[config.mk]
export PLATFORM = sky130hd
export DESIGN_NAME = psum_drain_collector_flat
export DESIGN_NICKNAME = d
export VERILOG_FILES = /design/src/rtl/psum_drain_collector_if.sv /design/src/rtl/psum_drain_collector.sv /design/src/flat_wrapper.sv
export SDC_FILE = /design/constraint.sdc
export NUM_CORES = 2
export LEC_CHECK = 0
export CORE_MARGIN = 8
export CORE_UTILIZATION = 55
export CTS_BUF_LIST = sky130_fd_sc_hd__clkbuf_2
export CTS_CLUSTER_SIZE = 24
export DETAILED_ROUTE_END_ITERATION = 7
export GPL_ROUTABILITY_DRIVEN = 1
export PLACE_DENSITY = 0.78
export SLEW_MARGIN = 20
export SYNTH_ARGS = -nofsm -noshare
export SYNTH_HDL_FRONTEND = slang
export SYNTH_SLANG_ARGS = --single-unit
[constraint.sdc]
create_clock -name clk -period 14.36 [get_ports clk]
set_clock_uncertainty 0.2 [all_clocks]
set_input_delay 1.436 -clock clk [delete_from_list [all_inputs] [get_ports clk]]
set_output_delay 1.436 -clock clk [all_outputs]
set_load 0.01 [all_outputs]
[src/rtl/psum_drain_collector_if.sv]
// Handshake bundle between the PE grid top row, the drain collector and the
// output buffer. The collector plugs in through the slave modport; the
// environment (grid controller plus output buffer) uses the master modport.
interface psum_drain_collector_if #(
    parameter int NUM_COLS     = 14,
    parameter int PSUM_WIDTH   = 32,
    parameter int COL_ID_WIDTH = 4
);
    // Grid-to-collector partial-sum vector
    logic                    psum_valid;
    logic                    psum_ready;
    logic [PSUM_WIDTH-1:0]   psum_in [0:NUM_COLS-1];

    // Collector-to-buffer result stream
    logic                    out_valid;
    logic                    out_ready;
    logic [PSUM_WIDTH-1:0]   out_data;
    logic [COL_ID_WIDTH-1:0] out_col;
    logic                    out_last;

    modport master (
        output psum_valid,
        output psum_in,
        input  psum_ready,
        input  out_valid,
        output out_ready,
        input  out_data,
        input  out_col,
        input  out_last
    );

    modport slave (
        input  psum_valid,
        input  psum_in,
        output psum_ready,
        output out_valid,
        input  out_ready,
        output out_data,
        output out_col,
        output out_last
    );
endinterface

[src/rtl/psum_drain_collector.sv]
// Partial-sum drain collector: captures the column psums leaving the top row
// of the PE grid, accumulates them with signed saturation over a group of
// passes, then streams the per-column results one word per transfer with an
// optional ReLU. The grid is stalled (psum_ready low) while draining.
// All outputs come straight from registers; the first output word is
// precomputed from the next-state bank so it is ready the cycle after the
// final accept.
module psum_drain_collector #(
    parameter int NUM_COLS     = 14,
    parameter int PSUM_WIDTH   = 32,
    parameter int COL_ID_WIDTH = 4,
    parameter int PASS_WIDTH   = 4
) (
    input  logic                  clk,
    input  logic                  rst,
    input  logic [PASS_WIDTH-1:0] cfg_num_passes,
    input  logic                  cfg_relu,
    psum_drain_collector_if.slave bus,
    output logic                  busy,
    output logic [PASS_WIDTH-1:0] pass_cnt
);

    localparam logic [1:0] ST_IDLE  = 2'd0;
    localparam logic [1:0] ST_ACCUM = 2'd1;
    localparam logic [1:0] ST_DRAIN = 2'd2;

    localparam logic [COL_ID_WIDTH-1:0] LAST_COL = COL_ID_WIDTH'(NUM_COLS - 1);
    localparam logic [COL_ID_WIDTH-1:0] COL_ZERO = {COL_ID_WIDTH{1'b0}};
    localparam logic [COL_ID_WIDTH-1:0] COL_ONE  = COL_ID_WIDTH'(1);
    localparam logic [PASS_WIDTH-1:0]   PASS_ZERO = {PASS_WIDTH{1'b0}};
    localparam logic [PASS_WIDTH-1:0]   PASS_ONE  = PASS_WIDTH'(1);
    localparam logic [PSUM_WIDTH-1:0]   DATA_ZERO = {PSUM_WIDTH{1'b0}};

    // Signed add widened by one bit, clamped to the representable range.
    function automatic logic [PSUM_WIDTH-1:0] sat_add(
        input logic [PSUM_WIDTH-1:0] a,
        input logic [PSUM_WIDTH-1:0] b
    );
        logic [PSUM_WIDTH:0] sum;
        sum = {a[PSUM_WIDTH-1], a} + {b[PSUM_WIDTH-1], b};
        if (sum[PSUM_WIDTH] != sum[PSUM_WIDTH-1]) begin
            if (sum[PSUM_WIDTH]) begin
                sat_add = {1'b1, {(PSUM_WIDTH-1){1'b0}}};
            end else begin
                sat_add = {1'b0, {(PSUM_WIDTH-1){1'b1}}};
            end
        end else begin
            sat_add = sum[PSUM_WIDTH-1:0];
        end
    endfunction

    // Optional clamp of negative results to zero on the way out.
    function automatic logic [PSUM_WIDTH-1:0] relu_fn(
        input logic [PSUM_WIDTH-1:0] v,
        input logic                  en
    );
        if (en && v[PSUM_WIDTH-1]) begin
            relu_fn = DATA_ZERO;
        end else begin
            relu_fn = v;
        end
    endfunction

    logic [1:0]              state_r,    state_nxt_s;
    logic [PSUM_WIDTH-1:0]   acc_r       [0:NUM_COLS-1];
    logic [PSUM_WIDTH-1:0]   acc_nxt_s   [0:NUM_COLS-1];
    logic [PASS_WIDTH-1:0]   passes_r,   passes_nxt_s;
    logic [PASS_WIDTH-1:0]   pass_cnt_r, pass_cnt_nxt_s;
    logic                    relu_r,     relu_nxt_s;
    logic [COL_ID_WIDTH-1:0] col_r,      col_nxt_s;
    logic                    out_valid_r, out_valid_nxt_s;
    logic [PSUM_WIDTH-1:0]   out_data_r,  out_data_nxt_s;
    logic                    out_last_r,  out_last_nxt_s;
    logic                    psum_ready_r;
    logic                    busy_r;
    logic                    accept_s;
    logic                    drain_start_s;

    assign accept_s = bus.psum_valid & psum_ready_r;

    // Next-state, accumulation and drain-pointer logic.
    always_comb begin
        state_nxt_s     = state_r;
        acc_nxt_s       = acc_r;
        passes_nxt_s    = passes_r;
        relu_nxt_s      = relu_r;
        pass_cnt_nxt_s  = pass_cnt_r;
        col_nxt_s       = col_r;
        out_valid_nxt_s = out_valid_r;
        out_data_nxt_s  = out_data_r;
        out_last_nxt_s  = out_last_r;
        drain_start_s   = 1'b0;

        case (state_r)
            ST_IDLE: begin
                if (accept_s) begin
                    // First pass of a group overwrites the bank and latches config.
                    passes_nxt_s   = (cfg_num_passes == PASS_ZERO) ? PASS_ONE : cfg_num_passes;
                    relu_nxt_s     = cfg_relu;
                    pass_cnt_nxt_s = PASS_ONE;
                    for (int i = 0; i < NUM_COLS; i++) begin
                        acc_nxt_s[i] = bus.psum_in[i];
                    end
                    if (passes_nxt_s == PASS_ONE) begin
                        drain_start_s = 1'b1;
                    end else begin
                        state_nxt_s = ST_ACCUM;
                    end
                end else begin
                    state_nxt_s = ST_IDLE;
                end
            end
            ST_ACCUM: begin
                if (accept_s) begin
                    pass_cnt_nxt_s = pass_cnt_r + PASS_ONE;
                    for (int i = 0; i < NUM_COLS; i++) begin
                        acc_nxt_s[i] = sat_add(acc_r[i], bus.psum_in[i]);
                    end
                    if (pass_cnt_nxt_s == passes_r) begin
                        drain_start_s = 1'b1;
                    end else begin
                        state_nxt_s = ST_ACCUM;
                    end
                end else begin
                    state_nxt_s = ST_ACCUM;
                end
            end
            ST_DRAIN: begin
                if (out_valid_r && bus.out_ready) begin
                    if (col_r == LAST_COL) begin
                        // Last word taken: close the group and reopen the grid.
                        state_nxt_s     = ST_IDLE;
                        pass_cnt_nxt_s  = PASS_ZERO;
                        col_nxt_s       = COL_ZERO;
                        out_valid_nxt_s = 1'b0;
                        out_data_nxt_s  = DATA_ZERO;
                        out_last_nxt_s  = 1'b0;
                    end else begin
                        col_nxt_s      = col_r + COL_ONE;
                        out_data_nxt_s = relu_fn(acc_r[col_nxt_s], relu_r);
                        out_last_nxt_s = (col_nxt_s == LAST_COL);
                    end
                end else begin
                    state_nxt_s = ST_DRAIN;
                end
            end
            default: begin
                state_nxt_s     = ST_IDLE;
                pass_cnt_nxt_s  = PASS_ZERO;
                col_nxt_s       = COL_ZERO;
                out_valid_nxt_s = 1'b0;
                out_data_nxt_s  = DATA_ZERO;
                out_last_nxt_s  = 1'b0;
            end
        endcase

        // Entering DRAIN presents column 0 of the freshly updated bank.
        if (drain_start_s) begin
            state_nxt_s     = ST_DRAIN;
            col_nxt_s       = COL_ZERO;
            out_valid_nxt_s = 1'b1;
            out_data_nxt_s  = relu_fn(acc_nxt_s[0], relu_nxt_s);
            out_last_nxt_s  = (LAST_COL == COL_ZERO);
        end else begin
            drain_start_s = 1'b0;
        end
    end

    // State, bank and registered output update with synchronous active-low reset.
    always_ff @(posedge clk) begin
        if (!rst) begin
            state_r      <= ST_IDLE;
            passes_r     <= PASS_ONE;
            pass_cnt_r   <= PASS_ZERO;
            relu_r       <= 1'b0;
            col_r        <= COL_ZERO;
            out_valid_r  <= 1'b0;
            out_data_r   <= DATA_ZERO;
            out_last_r   <= 1'b0;
            psum_ready_r <= 1'b1;
            busy_r       <= 1'b0;
            for (int i = 0; i < NUM_COLS; i++) begin
                acc_r[i] <= DATA_ZERO;
            end
        end else begin
            state_r      <= state_nxt_s;
            passes_r     <= passes_nxt_s;
            pass_cnt_r   <= pass_cnt_nxt_s;
            relu_r       <= relu_nxt_s;
            col_r        <= col_nxt_s;
            out_valid_r  <= out_valid_nxt_s;
            out_data_r   <= out_data_nxt_s;
            out_last_r   <= out_last_nxt_s;
            psum_ready_r <= (state_nxt_s != ST_DRAIN);
            busy_r       <= (state_nxt_s != ST_IDLE);
            for (int i = 0; i < NUM_COLS; i++) begin
                acc_r[i] <= acc_nxt_s[i];
            end
        end
    end

    assign bus.psum_ready = psum_ready_r;
    assign bus.out_valid  = out_valid_r;
    assign bus.out_data   = out_data_r;
    assign bus.out_col    = col_r;
    assign bus.out_last   = out_last_r;
    assign busy           = busy_r;
    assign pass_cnt       = pass_cnt_r;

endmodule

[src/flat_wrapper.sv]
// flat-port wrapper written by rule: the top's interface ports become plain ports
module psum_drain_collector_flat 
#(
    parameter int NUM_COLS     = 14,
    parameter int PSUM_WIDTH   = 32,
    parameter int COL_ID_WIDTH = 4,
    parameter int PASS_WIDTH   = 4
)
  (clk, rst, cfg_num_passes, cfg_relu, busy, pass_cnt, bus_psum_valid, bus_psum_in, bus_psum_ready, bus_out_valid, bus_out_ready, bus_out_data, bus_out_col, bus_out_last);
  psum_drain_collector_if #(.NUM_COLS(NUM_COLS), .PSUM_WIDTH(PSUM_WIDTH), .COL_ID_WIDTH(COL_ID_WIDTH)) bus_i ();
  input  logic clk;
  input  logic rst;
  input  logic [PASS_WIDTH-1:0] cfg_num_passes;
  input  logic cfg_relu;
  output logic busy;
  output logic [PASS_WIDTH-1:0] pass_cnt;
  input wire logic [$bits(bus_i.psum_valid)-1:0] bus_psum_valid;
  input wire logic [$bits(bus_i.psum_in)-1:0] bus_psum_in;
  output wire logic [$bits(bus_i.psum_ready)-1:0] bus_psum_ready;
  output wire logic [$bits(bus_i.out_valid)-1:0] bus_out_valid;
  input wire logic [$bits(bus_i.out_ready)-1:0] bus_out_ready;
  output wire logic [$bits(bus_i.out_data)-1:0] bus_out_data;
  output wire logic [$bits(bus_i.out_col)-1:0] bus_out_col;
  output wire logic [$bits(bus_i.out_last)-1:0] bus_out_last;
  assign bus_i.psum_valid = bus_psum_valid;
  assign bus_i.psum_in = {>>{bus_psum_in}};
  assign bus_psum_ready = bus_i.psum_ready;
  assign bus_out_valid = bus_i.out_valid;
  assign bus_i.out_ready = bus_out_ready;
  assign bus_out_data = bus_i.out_data;
  assign bus_out_col = bus_i.out_col;
  assign bus_out_last = bus_i.out_last;
  psum_drain_collector #(.NUM_COLS(NUM_COLS), .PSUM_WIDTH(PSUM_WIDTH), .COL_ID_WIDTH(COL_ID_WIDTH), .PASS_WIDTH(PASS_WIDTH)) u_core (.clk(clk), .rst(rst), .cfg_num_passes(cfg_num_passes), .cfg_relu(cfg_relu), .bus(bus_i), .busy(busy), .pass_cnt(pass_cnt));
endmodule
==> impl_metrics.env <==
export IMPL_ys_flop_type="dfxtp_1"
export IMPL_fin_area_sq_mm=0.0540
export IMPL_finalWirelength_mm=194
export IMPL_first_iter_violations=6155
export IMPL_fp_coreArea_sq_mm=0.0850
export IMPL_start_util_pct=55.4
export IMPL_synthToLayoutAreaGrowth_pct=14.6
export IMPL_maxSlewViolCount=0
export IMPL_finalCritPeriodShare_pct=45.3
export IMPL_ys_seq_elements=499
export IMPL_layout_common_cells="a21oi_1, o21ai_0, clkdlybuf4s50_1, dfxtp_1, ha_1"
export IMPL_rsz0062_at_grt="no"
export IMPL_end_kind="flip-flop"
export IMPL_clock_root_buffer="clkbuf_2"
export IMPL_synthAdderAreaFrac_pct=13.3
export IMPL_route_detailed_drc=0
export IMPL_synth_compound_area_share_pct=35.9
export IMPL_antenna_found_initial=53
export IMPL_relSlewSlack_pct=15.1
export IMPL_regArea_sq_mm=0.00999
export IMPL_path_cells="clkdlybuf4s50_1 > ha_1 > inv_1 > fa_1 > nor2b_1 > o2111ai_1 > a41oi_1 > o21ai_0 > a22oi_1 > nand3_1 > and3b_1 > o31ai_1 > a211oi_1 > mux2_2 > ha_1 > nor4bb_1 > o221ai_1 > and3_1 > a221oi_1 > nor2_1"
export IMPL_placed_area_sq_mm=0.0526
export IMPL_yosys_area_share_simple_pct=11.5
export IMPL_clock_fmax_mhz=154
export IMPL_cts_num_sinks=499
export IMPL_num_vias=51317
export IMPL_hold_violations=0
export IMPL_track_usage_pct=38.5
export IMPL_yosysWarnings=0
export IMPL_synthMuxAreaShare_pct=6.84
export IMPL_die_area_sq_mm=0.0953
export IMPL_antenna_left=0
export IMPL_die_h_um=309
export IMPL_cap_violations=0
export IMPL_finalSetupTns_ns=0
export IMPL_num_rows=107
export IMPL_setup_violations=0
export IMPL_critical_path_class="primary input to flip-flop"
export IMPL_fin_crit_ns=6.50
export IMPL_power_total_mw=8.41
export IMPL_synth_top_family_by_area="compound AO/OA/AOI/OAI gates"
export IMPL_cp_slowest_stage_delay_ns=1.00
export IMPL_startpoint_type="primary input"
export IMPL_status="completed"
export IMPL_grt_max_degree=243
export IMPL_cts_resized=0
export IMPL_cp_required_ns=15.52
export IMPL_path_delay_family="compound AO/OA/AOI/OAI gates"
export IMPL_hp_class="flip-flop to flip-flop"
export IMPL_synth_xor_area_share_pct=7.28
export IMPL_avgSynthCellArea_sq_um=7.76
export IMPL_worstPathArrival_ns=7.67
export IMPL_clk_pin_slew_ns=0.10
export IMPL_peakVddDrop_uv=113
export IMPL_via_per_inst=6.66
export IMPL_grt_pass1_vias=47164
export IMPL_cts_tree="built"
export IMPL_clock_latency_ns=1.49
export IMPL_holdBufCountCts=0
export IMPL_synth_edff_count=0
export IMPL_n_fill_cell=7648
export IMPL_slowest_stage="ha_1"
export IMPL_gr_total_overflow=0
export IMPL_wl_per_cell_um=25.2
export IMPL_drive_gt1_share_pct=7.09
export IMPL_cellPowerDensity_mw_per_mm2=156
export IMPL_worst_pin_slew_ns=1.27
export IMPL_synthArstFlopShare_pct=0
export IMPL_clockBufferDepth=3
export IMPL_grt_pass1_wl_mm=286
export IMPL_multi_input_area_sq_mm=0.0353
export IMPL_nets=7355
export IMPL_synth_seq_area_share_pct=21.2
export IMPL_cts_setup_buffers=0
export IMPL_cts_inserted_buffers=150
export IMPL_h_tree_depth=4
export IMPL_syn_nets=7024
export IMPL_fp_dieW_um=309
export IMPL_yosysUniqueCellTypes=103
export IMPL_cp_num_buf_inv=2
export IMPL_p_leak_nw=22.5
export IMPL_io_buffers=500
export IMPL_mappedNetlistArea_sq_mm=0.0471
export IMPL_gp_congestion=1.00
export IMPL_final_common_cell="a21oi_1"
export IMPL_num_io_pins=501
export IMPL_critPathMostFrequentCell="ha_1"
export IMPL_crit_fanout=33
export IMPL_postSynthCellCount=6077
export IMPL_hpwl_mm=143
export IMPL_first_pass_iters=7
[state kept, by name, summed over array words and instances, names as in the netlist]
signal and cells:
u_core.acc_r 448, u_core.bus.out_data 32, u_core.bus.out_col 4, u_core.pass_cnt 4, u_core.passes_r 4, u_core.state_r 2, u_core.bus.out_last 1, u_core.bus.out_valid 1
u_core.bus.psum_ready 1, u_core.busy 1, u_core.relu_r 1
[tightest hold or removal path: stages, from the launching register on]
cell and delay (ns):
dfxtp_1 0.33, nand2_1 0.05, a21oi_1 0.05
[cells by family after synthesis]
logic type | Yosys count
AOI/OAI and AO/OA | 2912
xor gates and xnor gates | 390
adders and majority gates | 491
buffers and inverters | 489
DFF | 499
muxes | 163
and+or+nand+nor | 1133
[cell type report]
class / instances / area share [%]
Clock inverter: 52 / 0.412
Inverter: 125 / 0.892
Multi-Input combinational cell: 5089 / 65.4
Tap cell: 1144 / 2.65
Clock buffer: 205 / 1.90
Antenna cell: 48 / 0.222
Sequential cell: 499 / 18.5
Timing Repair Buffer: 543 / 9.99
[worst paths after layout]
path              cells past startpoint                          endpoint  slack, ns                             start
hold reg to reg                       2  u_core.bus.out_last$_SDFFE_PP0P_       0.27  u_core.bus.out_last$_SDFFE_PP0P_
hold / removal                        2  u_core.bus.out_last$_SDFFE_PP0P_       0.27  u_core.bus.out_last$_SDFFE_PP0P_
setup / recovery                     20    u_core.acc_r[388]$_SDFFE_PN0P_       7.86                  bus_psum_in[384]
setup reg to reg                     19    u_core.acc_r[388]$_SDFFE_PN0P_       7.89    u_core.acc_r[384]$_SDFFE_PN0P_
[Yosys cell counts (59+ instances only)]
cell / n / area [sq um]
o21a_1: 64 / 480
and3_1: 74 / 463
mux4_2: 127 / 2860
nand2_1: 271 / 1020
nand3_1: 63 / 315
ha_1: 476 / 5960
clkbuf_1: 333 / 1250
a21oi_1: 1120 / 5610
nor2_1: 356 / 1340
nor2b_1: 68 / 425
a21o_1: 208 / 1560
a31oi_1: 68 / 425
o21bai_1: 59 / 443
o21ai_0: 966 / 4830
dfxtp_1: 499 / 9990
xor2_1: 136 / 1190
a211oi_1: 61 / 458
xnor2_1: 252 / 2210
nor3_1: 86 / 430
inv_1: 123 / 462
nand2b_1: 62 / 388
[through the flow]
step	hold WS [ns]	utilization [%]	worst slack, ns	cells
after floorplan	0.248	-	8.55	6077
final	0.274	63.5	7.86	7705
after global routing	0.272	63.5	7.28	7688
after global placement	0.247	61.9	6.56	7400
after CTS	0.212	63.4	7.94	7657
after detailed placement	0.258	61.9	6.43	7400
[power by group]
part	switching [mW]	internal [mW]
combinational	3.10	1.96
clock	0.724	0.403
sequential	0.496	1.73
total	4.32	4.09
[routing by layer]
| layer | up-vias | global-route usage [%] | wire length [um] |
|---|---|---|---|
| met3 | 526 | 10.5 | 24100 |
| met5 | - | 0 | 122 |
| met1 | 24229 | 50.0 | 75600 |
| met2 | 2911 | 56.2 | 81100 |
| met4 | 18 | 24.7 | 13200 |
| li1 | 23633 | - | - |
Power figures use the tool's default switching activity.
